==> src/rtl/ltc2668_dac_writer_pkg.sv <==
`default_nettype none
// ============================================================================
//  Module      : ltc2668_pkg
//  Description : Shared constants and state type for the LTC2668 DAC writer.
//  Revision    : 1.0 - initial release
// ============================================================================
package ltc2668_pkg;

    localparam int         FRAME_BITS  = 24;
    localparam logic [3:0] CMD_WR_UPD  = 4'h3;
    localparam logic [3:0] CMD_WR      = 4'h0;
    localparam logic [3:0] CMD_UPD_ALL = 4'h9;

    typedef enum logic [2:0] {
        IDLE  = 3'd0,
        LOAD  = 3'd1,
        SHIFT = 3'd2,
        HOLD  = 3'd3,
        GAP   = 3'd4
    } tx_state_t;

endpackage
`default_nettype wire

==> src/rtl/ltc2668_dac_writer_if.sv <==
`default_nettype none
// ============================================================================
//  Module      : ltc2668_dac_writer_if
//  Description : Register write/read bus from the SPI slave command decoder.
//  Revision    : 1.0 - initial release
// ============================================================================
interface ltc2668_dac_writer_if;

    logic        i_write;
    logic [3:0]  i_waddr;
    logic [15:0] i_wrData;
    logic [3:0]  i_raddr;
    logic [15:0] o_reData;

    modport master (
        output i_write,
        output i_waddr,
        output i_wrData,
        output i_raddr,
        input  o_reData
    );

    modport slave (
        input  i_write,
        input  i_waddr,
        input  i_wrData,
        input  i_raddr,
        output o_reData
    );

endinterface
`default_nettype wire

==> src/rtl/ltc2668_dac_writer_spi_frame_tx.sv <==
`default_nettype none
// ============================================================================
//  Module      : spi_frame_tx
//  Description : 24-bit MSB-first SPI master frame sender with CS framing.
//  Revision    : 1.0 - initial release
// ============================================================================
module spi_frame_tx
    import ltc2668_pkg::*;
#(
    parameter int CLK_DIV = 4
) (
    input  wire logic                  clk,
    input  wire logic                  rst,
    input  wire logic                  i_start,
    input  wire logic [FRAME_BITS-1:0] i_frame,
    output logic                       o_sclk,
    output logic                       o_cs_n,
    output logic                       o_mosi,
    output logic                       o_active
);

    localparam logic [7:0] c_DIV_LAST = 8'(CLK_DIV - 1);
    localparam logic [4:0] c_BIT_LAST = 5'(FRAME_BITS - 1);

    tx_state_t             r_state;
    logic [7:0]            r_div;
    logic [4:0]            r_bit;
    // Bit 23 goes straight to MOSI at load, so only the remaining bits are kept
    logic [FRAME_BITS-2:0] r_shreg;
    logic                  r_sclk;
    logic                  r_cs_n;
    logic                  r_mosi;

    always_ff @(posedge clk) begin
        if (rst) begin
            r_state <= IDLE;
            r_div   <= '0;
            r_bit   <= '0;
            r_shreg <= '0;
            r_sclk  <= 1'b0;
            r_cs_n  <= 1'b1;
            r_mosi  <= 1'b0;
        end else begin
            case (r_state)
                IDLE: begin
                    if (i_start) begin
                        r_shreg <= i_frame[FRAME_BITS-2:0];
                        r_mosi  <= i_frame[FRAME_BITS-1];
                        r_cs_n  <= 1'b0;
                        r_sclk  <= 1'b0;
                        r_state <= LOAD;
                    end
                end
                LOAD: begin
                    r_div   <= '0;
                    r_bit   <= '0;
                    r_state <= SHIFT;
                end
                SHIFT: begin
                    if (r_div == c_DIV_LAST) begin
                        r_div <= '0;
                        if (!r_sclk) begin
                            r_sclk <= 1'b1;
                        end else begin
                            r_sclk <= 1'b0;
                            if (r_bit == c_BIT_LAST) begin
                                r_state <= HOLD;
                            end else begin
                                r_bit   <= r_bit + 5'd1;
                                r_mosi  <= r_shreg[FRAME_BITS-2];
                                r_shreg <= {r_shreg[FRAME_BITS-3:0], 1'b0};
                            end
                        end
                    end else begin
                        r_div <= r_div + 8'd1;
                    end
                end
                HOLD: begin
                    if (r_div == c_DIV_LAST) begin
                        r_div   <= '0;
                        r_cs_n  <= 1'b1;
                        r_mosi  <= 1'b0;
                        r_state <= GAP;
                    end else begin
                        r_div <= r_div + 8'd1;
                    end
                end
                GAP: begin
                    if (r_div == c_DIV_LAST) begin
                        r_div   <= '0;
                        r_state <= IDLE;
                    end else begin
                        r_div <= r_div + 8'd1;
                    end
                end
                default: r_state <= IDLE;
            endcase
        end
    end

    assign o_sclk   = r_sclk;
    assign o_cs_n   = r_cs_n;
    assign o_mosi   = r_mosi;
    assign o_active = (r_state != IDLE);

endmodule
`default_nettype wire

==> src/rtl/ltc2668_dac_writer.sv <==
`default_nettype none
// ============================================================================
//  Module      : ltc2668_dac_writer
//  Description : 16-channel code bank with round-robin write-and-update to LTC2668.
//  Revision    : 1.0 - initial release
// ============================================================================
module ltc2668_dac_writer
    import ltc2668_pkg::*;
#(
    parameter int         CLK_DIV    = 4,
    parameter logic [3:0] CMD_WR_UPD = ltc2668_pkg::CMD_WR_UPD
) (
    input  wire logic            i_FPGA_clk,
    input  wire logic            i_FPGA_rst,
    ltc2668_dac_writer_if.slave  bus,
    output logic                 o_dac_sclk,
    output logic                 o_dac_cs_n,
    output logic                 o_dac_mosi,
    output logic                 o_busy
);

    logic [15:0]           r_regs [16];
    logic [15:0]           r_pending;
    logic [3:0]            r_rr_ptr;
    logic [15:0]           r_reData;

    logic                  w_found;
    logic [3:0]            w_pick;
    logic                  w_tx_active;
    logic                  w_start;
    logic [FRAME_BITS-1:0] w_frame;

    // Descending scan so the smallest offset from r_rr_ptr is the last to assign
    always_comb begin
        w_found = 1'b0;
        w_pick  = r_rr_ptr;
        for (int i = 15; i >= 0; i--) begin
            if (r_pending[r_rr_ptr + 4'(i)]) begin
                w_found = 1'b1;
                w_pick  = r_rr_ptr + 4'(i);
            end
        end
    end

    assign w_start = !w_tx_active && w_found;
    assign w_frame = {CMD_WR_UPD, w_pick, r_regs[w_pick]};

    always_ff @(posedge i_FPGA_clk) begin
        if (i_FPGA_rst) begin
            for (int i = 0; i < 16; i++) begin
                r_regs[i] <= '0;
            end
            r_pending <= '0;
            r_rr_ptr  <= '0;
            r_reData  <= '0;
        end else begin
            r_reData <= r_regs[bus.i_raddr];
            if (bus.i_write) begin
                r_regs[bus.i_waddr] <= bus.i_wrData;
            end
            if (w_start) begin
                r_pending[w_pick] <= 1'b0;
                r_rr_ptr          <= w_pick + 4'd1;
            end
            // Placed after the clear so a fresh write to the launched channel stays pending
            if (bus.i_write) begin
                r_pending[bus.i_waddr] <= 1'b1;
            end
        end
    end

    spi_frame_tx #(
        .CLK_DIV (CLK_DIV)
    ) u_tx (
        .clk      (i_FPGA_clk),
        .rst      (i_FPGA_rst),
        .i_start  (w_start),
        .i_frame  (w_frame),
        .o_sclk   (o_dac_sclk),
        .o_cs_n   (o_dac_cs_n),
        .o_mosi   (o_dac_mosi),
        .o_active (w_tx_active)
    );

    assign bus.o_reData = r_reData;
    assign o_busy       = (|r_pending) | w_tx_active;

endmodule
`default_nettype wire
==> src/flat_wrapper.sv <==
// flat-port wrapper written by rule: the top's interface ports become plain ports
module ltc2668_dac_writer_flat import ltc2668_pkg::*;
#(
    parameter int         CLK_DIV    = 4,
    parameter logic [3:0] CMD_WR_UPD = ltc2668_pkg::CMD_WR_UPD
)
  (i_FPGA_clk, i_FPGA_rst, o_dac_sclk, o_dac_cs_n, o_dac_mosi, o_busy, bus_i_write, bus_i_waddr, bus_i_wrData, bus_i_raddr, bus_o_reData);
  ltc2668_dac_writer_if bus_i ();
  input  wire logic i_FPGA_clk;
  input  wire logic i_FPGA_rst;
  output logic o_dac_sclk;
  output logic o_dac_cs_n;
  output logic o_dac_mosi;
  output logic o_busy;
  input wire logic [$bits(bus_i.i_write)-1:0] bus_i_write;
  input wire logic [$bits(bus_i.i_waddr)-1:0] bus_i_waddr;
  input wire logic [$bits(bus_i.i_wrData)-1:0] bus_i_wrData;
  input wire logic [$bits(bus_i.i_raddr)-1:0] bus_i_raddr;
  output wire logic [$bits(bus_i.o_reData)-1:0] bus_o_reData;
  assign bus_i.i_write = bus_i_write;
  assign bus_i.i_waddr = bus_i_waddr;
  assign bus_i.i_wrData = bus_i_wrData;
  assign bus_i.i_raddr = bus_i_raddr;
  assign bus_o_reData = bus_i.o_reData;
  ltc2668_dac_writer #(.CLK_DIV(CLK_DIV), .CMD_WR_UPD(CMD_WR_UPD)) u_core (.i_FPGA_clk(i_FPGA_clk), .i_FPGA_rst(i_FPGA_rst), .bus(bus_i), .o_dac_sclk(o_dac_sclk), .o_dac_cs_n(o_dac_cs_n), .o_dac_mosi(o_dac_mosi), .o_busy(o_busy));
endmodule
==> config.mk <==
export PLATFORM = sky130hd
export DESIGN_NAME = ltc2668_dac_writer_flat
export DESIGN_NICKNAME = d
export VERILOG_FILES = /design/src/rtl/ltc2668_dac_writer_pkg.sv /design/src/rtl/ltc2668_dac_writer_if.sv /design/src/rtl/ltc2668_dac_writer_spi_frame_tx.sv /design/src/rtl/ltc2668_dac_writer.sv /design/src/flat_wrapper.sv
export SDC_FILE = /design/constraint.sdc
export NUM_CORES = 1
export LEC_CHECK = 0
export BUFFER_PORTS_ARGS = -buffer_cell sky130_fd_sc_hd__buf_4
export CORE_UTILIZATION = 40
export DETAILED_ROUTE_END_ITERATION = 10
export PLACE_DENSITY_LB_ADDON = 0.15
export SYNTH_ARGS = -nofsm -noshare
export SYNTH_HDL_FRONTEND = slang
export SYNTH_HIERARCHICAL = 1
export SYNTH_SLANG_ARGS = --single-unit
==> constraint.sdc <==
create_clock -name i_FPGA_clk -period 5.5 [get_ports i_FPGA_clk]
set_clock_uncertainty 0.15 [all_clocks]
set_input_delay 0.55 -clock i_FPGA_clk [delete_from_list [all_inputs] [get_ports i_FPGA_clk]]
set_output_delay 0.55 -clock i_FPGA_clk [all_outputs]
set_load 0.005 [all_outputs]
==> summary.md, run 1 <==
| Metric | Value |
|---|---|
| P&R area growth vs syn | 11.0% |
| Initial antenna violation count | 7 |
| Nets | between 1500 and 2000 |
| Detail Placement HPWL | approximately 39000 um |
| Layout fillers | about 4600 |
| Critical path, cell by cell | inv_1 -> ha_1 -> a21boi_1 -> xor2_1 -> mux4_2 -> and4_4 -> o311ai_2 -> o2111ai_1 -> a22oi_2 -> buf_12 -> mux2i_1 -> a22o_1 -> o31ai_1 -> nand2_1 -> a311oi_2 |
| Reg-to-Reg Start | u_core/r_rr_ptr[2] |
| Most frequent cells in the layout | and2_1, edfxtp_1, mux2i_1, mux4_2, nand2_1 |
| Setup_tns | 0 ns |
| Root Buffer | clkbuf_16 |
| Final Non-Filler Cells | 2347 |
| Via count | 14300 |
| Max-cap violations | 0 |
| Max Slew Vio Count | 0 |
| Final Instance Area | approximately 22000 um2 |
| Run status | finished, final reports clean |
| Crit path kind | reg2reg |
| Worst slew pin tran | between 1 and 1.5 ns |
| Synth Area in Adders | 0.562% |
| Die Ht | between 200 and 250 um |
| Synth cell types | between 90 and 100 |
| # IOs | 47 |
| Footprint of the multi-input gates | 10100 um2 |
| Detailed-route DRC error count | 0 |
| Post-CTS Repair Setup Buffers | 0 |
| Die ar. | 51000 um2 |
| Register Area | ~9200 um2 |
| Post-synthesis simple-gate area fraction | about 16% |
| EDFF count, synth | 256 |
| RSZ-0062 raised after global routing | false |
| First drt pass iteration count | 5 |
| Pwr per Cell Area | roughly 590 nW/um2 |
| Initial Utilization | approximately two fifths |
| Drt via density | 6.08 |
| Crit path largest cell delay | 0.45 ns |
| Dpl cells | 2270 |
| Worst skew pair latency | 0.60 ns |
| # resized after CTS | 0 |
| Leading area contributor after synthesis | edfxtp_1 |
| Final Power | 13.2 mW |
| Post-synthesis mux area share | 21.8% |
| TritonCTS Sinks | 334 |
| Maximum clock rate | 200 MHz |
| Tcrit/Tclk final | approximately 90% |
| Post-layout min period | 5.00 ns |
| Gpl congestion | 0.934 |
| Register-to-Register Setup Slack | 0.50 ns |
| Crit path depth | 15 |
| Lkg Pwr | just under 8 nW |
| Total wire length | approximately 66000 um |
| Complex-gate fraction of the synthesized area | 10.3% |
| Crit-path leading delay family | compound AO/OA/AOI/OAI gates |
| Worst-path clk slew | 0.06 ns |
| CP startpoint | u_core/r_rr_ptr[2] |
| Crit path capture type | flip-flop |
| Hold WC Path Type | in2reg |
| Critical Path AT | 5.36 ns |
| Worst reg-to-reg path cell count | 15 |
| Synthesized flop and latch total | 334 |
| PortBufs | 46 |
| Top_reg_cell synth | edfxtp_1 |
| Crit-path slowest cell | xor2_1 |
| Gr ovfl total | 0 |
| Synth Cell Area | 20100 um2 |
| First-pass GRT wire length | 96500 um |
| CTS tree | done |
| Ys async rst share | 0% |
| Largest net degree at the start of global routing | 68 |
| Worst reg2reg path endpoint | u_core/u_tx/r_shreg[9] |
| Buf/Inv on CP | 2 |
| Sequential cell area fraction in the yosys report | a little under half |
| CTS Buf Count | 40 |
| Vias in the first global route | between 10000 and 15000 |
| Crit start category | flip-flop |
| Cell count after synthesis | 1643 |
| CP required | 5.87 ns |
| Core Rows | 81 |
| Final Hold Viols | 0 |
| DP Worst Slack | ~0.61 ns |
| Average size of a mapped cell | ~12 um2 |
| Layout cell share with drive strength beyond 1 | 23.5% |
| Synth warn | 6 |
| Top cell type's share of synthesized area | 38.3% |
| Placed cell areas | 21000 um2 |
| Hold buffer count at CTS | 0 |
| Post-route ant nets | 0 |
| Tot GR Track Use | 26.1% |
| Clock Path Buffers | 3 |
| Slew HR | 25.3% |
| Die Span X | between 200 and 250 um |
| Initial DRC count | 1558 |
| IR drop worst, VDD | 881 uV |
| Final setup viols | 0 |
| Largest family of logic cells by synthesized area | multiplexers |
| WL per Instance | 28.0 um |
| Crit-path max FO | 58 |
| Synth Area in XOR/XNOR | less than 1% |
| CP Capture Point | u_core/u_tx/r_shreg[9] |
| Core area | slightly below 50000 um2 |
| Largest cells by area after synthesis | edfxtp_1, mux4_2, and2_1 |
| H-tree depth | 2 |
| Setup ws final | 0.501 ns |
| Most common cell after layout, fill and taps aside | and2_1 |
==> worst reg2reg max path, cell delays in order (launching register included) <==
cell and delay (ns):
dfxtp_1 0.30, inv_1 0.24, ha_1 0.31, a21boi_1 0.38
xor2_1 0.45, mux4_2 0.44, and4_4 0.22, o311ai_2 0.26
o2111ai_1 0.22, a22oi_2 0.37, buf_12 0.40, mux2i_1 0.20
a22o_1 0.27, o31ai_1 0.33, nand2_1 0.13, a311oi_2 0.26
==> stage by stage <==
stage / hold slack [ns] / util [%]
after floorplan: 0.299 / -
after global placement: 0.317 / 42.7
after detailed placement: 0.326 / 42.7
after CTS: 0.170 / 45.3
after global routing: 0.202 / 45.3
final: 0.194 / 45.3
==> synth_stat cells (all sizes together) (3+ instances only) <==
master,number
a22o,17
nand4,5
o21ai,50
xor2,6
a311oi,30
inv,11
nor3,12
o311ai,6
nand2b,21
nor2b,41
o22ai,18
nor3b,3
and2,268
mux2i,120
and3,5
a31oi,5
clkbuf,67
o311a,3
o21a,3
dfxtp,78
o2111ai,18
a211oi,5
ha,9
xnor2,11
mux2,65
buf,63
nor2,55
nor4,4
or3,5
edfxtp,256
nand2,102
o221ai,3
o31ai,19
mux4,105
o211ai,3
a22oi,23
nand3,16
or2,19
nand3b,3
nand4b,4
a21oi,53
==> flip-flops by register name, summed over array words and instances, names as in the netlist <==
register             cells
u_core/bus.o_reData     16
u_core/r_pending        16
u_core/r_regs          256
u_core/r_rr_ptr          4
u_core/u_tx/o_cs_n       1
u_core/u_tx/o_mosi       1
u_core/u_tx/o_sclk       1
u_core/u_tx/r_bit        5
u_core/u_tx/r_div        8
u_core/u_tx/r_shreg     23
u_core/u_tx/r_state      3
==> cell type report <==
type	count	area share, %
Multi-Input combinational cell	1168	45.2
Sequential cell	334	41.5
Clock buffer	55	5.07
Inverter	13	0.225
Tap cell	664	3.73
Timing Repair Buffer	91	3.52
Antenna cell	3	0.0337
Clock inverter	19	0.686
==> power by group <==
| group | leakage [nW] | switching (mW) | internal [mW] |
|---|---|---|---|
| registers | 3.08 | 0.156 | 2.94 |
| clock network | 0.627 | 1.13 | 1.46 |
| logic | 4.13 | 4.42 | 3.06 |
==> worst min path at each step <==
stage / from / end / slack, ns / cells after the start
6_report: bus_i_wrData[9] / u_core/r_regs[2][9] / 0.19 / 2
5_1_grt: bus_i_wrData[12] / u_core/r_regs[12][12] / 0.20 / 2
4_1_cts: i_FPGA_rst / u_core/r_rr_ptr[3] / 0.17 / 2
3_5_place_dp: u_core/u_tx/r_div[7] / u_core/u_tx/r_div[7] / 0.33 / 1
3_3_place_gp: u_core/u_tx/r_div[7] / u_core/u_tx/r_div[7] / 0.32 / 1
2_1_floorplan: u_core/u_tx/r_bit[4] / u_core/u_tx/r_bit[4] / 0.30 / 1
==> kinds of logic after synthesis <==
family,count (synthesis)
AOI/OAI and AO/OA,273
and+or+nand+nor,575
xor gates and xnor gates,17
muxes,290
other,2
DFF,334
buffers and inverters,143
adders and majority gates,9
==> routing by layer <==
layer / up-vias / wire (um) / GRT usage, %
li1: 6238 / - / -
met5: - / 0 / 0
met2: 595 / 31000 / 42.1
met1: 7308 / 28100 / 35.7
met4: 0 / 2300 / 10.5
met3: 119 / 4320 / 3.24
No activity file was read; power rests on OpenSTA's default activity.
==> inputs of run 2 (changes only) <==
Settings changed: CORE_MARGIN set to 5.
==> run 2 against run 1 <==
  * Hold slack gained 0.028 ns
  * Flip-flop and latch count unchanged
  * Maximum frequency up 1.1%
  * Highest routed layer unchanged
  * Total power about the same
  * Die area is 7.2% higher
  * Cell count increased by 0.17%
  * Largest cell class unchanged
==> summary.md, run 2 (synthesized netlist as in run 1, its figures left out) <==
| Metric | Value |
|---|---|
| RSZ-0062 raised after global routing | false (unchanged) |
| Top flop regs | u_core/r_regs: 256 flops, u_core/u_tx/r_shreg: 23 flops (unchanged) |
| Clock Path Buffers | 3 (unchanged) |
| # resized after CTS | 0 (unchanged) |
| Worst slew pin tran | 0.980 ns (was 1.12 ns) |
| Hold buffer count at CTS | 0 (unchanged) |
| Worst skew pair latency | 0.57 ns (was 0.60 ns) |
| Clock network power share | 20.4% (was 19.7%) |
| CTS Buf Count | 40 (unchanged) |
| Die Ht | 234 um (was 226 um) |
| Detailed-route DRC error count | 0 (unchanged) |
| H-tree depth | 2 (unchanged) |
| Setup_tns | 0 ns (unchanged) |
| Post-layout min period | 4.95 ns (was 5.00 ns) |
| Critical path, cell by cell | buf_4 -> ha_1 -> xnor2_2 -> mux4_2 -> mux2i_1 -> a31oi_1 -> o211ai_1 -> and4_1 -> or3_1 -> clkinv_2 -> a21oi_4 -> a22oi_1 -> o2111ai_1 -> o31ai_1 -> nand2_1 -> a311oi_2 (was inv_1 -> ha_1 -> a21boi_1 -> xor2_1 -> mux4_2 -> and4_4 -> o311ai_2 -> o2111ai_1 -> a22oi_2 -> buf_12 -> mux2i_1 -> a22o_1 -> o31ai_1 -> nand2_1 -> a311oi_2) |
| Slew HR | 34.7% (was 25.3%) |
| Top Metal Used | met4 (unchanged) |
| Hold depth | 2 (unchanged) |
| Via count | 13900 (was 14300) |
| Cell-internal power | 7.57 mW (was 7.46 mW) |
| Detail Placement HPWL | 39500 um (was 38800 um) |
| Sw frac | 42.5% (was 43.4%) |
| Crit-path leading delay family | compound AO/OA/AOI/OAI gates (unchanged) |
| Register-to-Register Setup Slack | 0.55 ns (was 0.50 ns) |
| Maximum clock rate | 202 MHz (was 200 MHz) |
| Crit path capture type | flip-flop (unchanged) |
| Vias in the first global route | 13900 (was 14200) |
| Final Power | 13.2 mW (about the same) |
| Critical Path AT | 5.22 ns (was 5.36 ns) |
| Crit start category | flip-flop (unchanged) |
| Core area | 49900 um2 (was 49200 um2) |
| Layout cell share with drive strength beyond 1 | 23.2% (was 23.5%) |
| Initial DRC count | 1228 (was 1558) |
| TritonCTS Sinks | 334 (unchanged) |
| Crit-path slowest cell | a21oi_4 (was xor2_1) |
| Die Span X | 234 um (was 226 um) |
| Most common cell after layout, fill and taps aside | and2_1 (unchanged) |
| Sequential share of power | 23.5% (about the same) |
| Most frequent cells in the layout | and2_1, edfxtp_1, mux2i_1, mux4_2, nand2_1 (unchanged) |
| Worst reg-to-reg path cell count | 16 (was 15) |
| Crit-path max FO | 32 (was 58) |
| Core Rows | 82 (was 81) |
| P&R area growth vs syn | 11.0% (about the same) |
| Metal-1 WL | 26800 um (was 28100 um) |
| Met2 wire length | 31400 um (was 31000 um) |
| Crit path kind | reg2reg (unchanged) |
| Register name with the most flops | u_core/r_regs (unchanged) |
| Max Slew Vio Count | 0 (unchanged) |
| Initial antenna violation count | 3 (was 7) |
| Tcrit/Tclk final | 89.9% (was 90.9%) |
| Total wire length | 64200 um (was 65700 um) |
| Nets | 1679 (was 1684) |
| Comb pwr share | 56.1% (was 56.8%) |
| First drt pass iteration count | 5 (unchanged) |
| Crit path largest cell delay | 0.63 ns (was 0.45 ns) |
| Hold WC Path Type | in2reg (unchanged) |
| Gpl congestion | 0.929 (was 0.934) |
| Final Hold Viols | 0 (unchanged) |
| Gr ovfl total | 0 (unchanged) |
| Max-cap violations | 0 (unchanged) |
| Post-route ant nets | 0 (unchanged) |
| Max reg flops | 256 (unchanged) |
| Pwr per Cell Area | 591 nW/um2 (was 592 nW/um2) |
| CTS tree | done (unchanged) |
| Run status | finished, final reports clean (unchanged) |
| Met3 wire len | 3600 um (was 4320 um) |
| Worst-path clk slew | 0.06 ns (about the same) |
| First-pass GRT wire length | 94200 um (was 96500 um) |
| Tot GR Track Use | 23.3% (was 26.1%) |
| Post-CTS Repair Setup Buffers | 0 (unchanged) |
| Lkg Pwr | 7.83 nW (was 7.84 nW) |
| IR drop worst, VDD | 488 uV (was 881 uV) |
| Drt via density | 5.93 (was 6.08) |
| PortBufs | 46 (unchanged) |
| Root Buffer | clkbuf_16 (unchanged) |
| Largest net degree at the start of global routing | 49 (was 68) |
| Crit path depth | 16 (was 15) |
| WL per Instance | 27.3 um (was 28.0 um) |
| Initial Utilization | 40.2% (was 40.8%) |
| Buf/Inv on CP | 2 (unchanged) |
| Final setup viols | 0 (unchanged) |
| Die ar. | 54700 um2 (was 51000 um2) |
| Sw Pwr | 5.59 mW (was 5.71 mW) |
| CP required | 5.78 ns (was 5.87 ns) |
| # IOs | 47 (unchanged) |
==> run 2: stage by stage <==
step	instances	cell area (um2)	setup slack (ns)	utilization [%]	hold slack, ns
floorplan	1645	20100	0.509	-	0.299
global placement	2273	20900	0.695	42.0	0.316
detailed placement	2273	20900	0.653	42.0	0.325
CTS	2347	22200	0.647	44.6	0.195
global route	2350	22300	0.280	44.6	0.217
finish	2351	22300	0.554	44.6	0.221
==> run 2: final cells by class <==
class	count	area, um2
clock buffer	60	1190
fill	4671	27600
inverter	13	50.0
antenna	4	10.0
clock inverter	14	129
tap	672	841
multi-input combinational	1168	10100
sequential	334	9250
timing repair buffer	86	733
==> run 2: worst paths after layout <==
| check | from | to |
|---|---|---|
| worst max register to register | u_core/r_rr_ptr[1] | u_core/u_tx/r_shreg[13] |
| worst max-delay path | u_core/r_rr_ptr[1] | u_core/u_tx/r_shreg[13] |
| worst min-delay path | bus_i_wrData[6] | u_core/r_regs[8][6] |
| worst min register to register | u_core/u_tx/r_shreg[0] | u_core/u_tx/r_shreg[1] |
==> run 2: power groups by stage <==
stage                     Combinational, mW  Sequential [mW]  Clock, mW
after floorplan                        5.80             3.07          0
after global placement                 7.29             3.14          0
after detailed placement               7.32             3.14          0
after CTS                              7.34             3.09       2.74
after global routing                   7.84             3.12       2.84
final                                  7.38             3.09       2.68
==> run 2: metal layers <==
metal  track usage, %  up-vias
met3             3.89      138
met4             8.99        0
met2             39.2      480
met1             30.5     7080
li1                 -     6234
met5                0        -
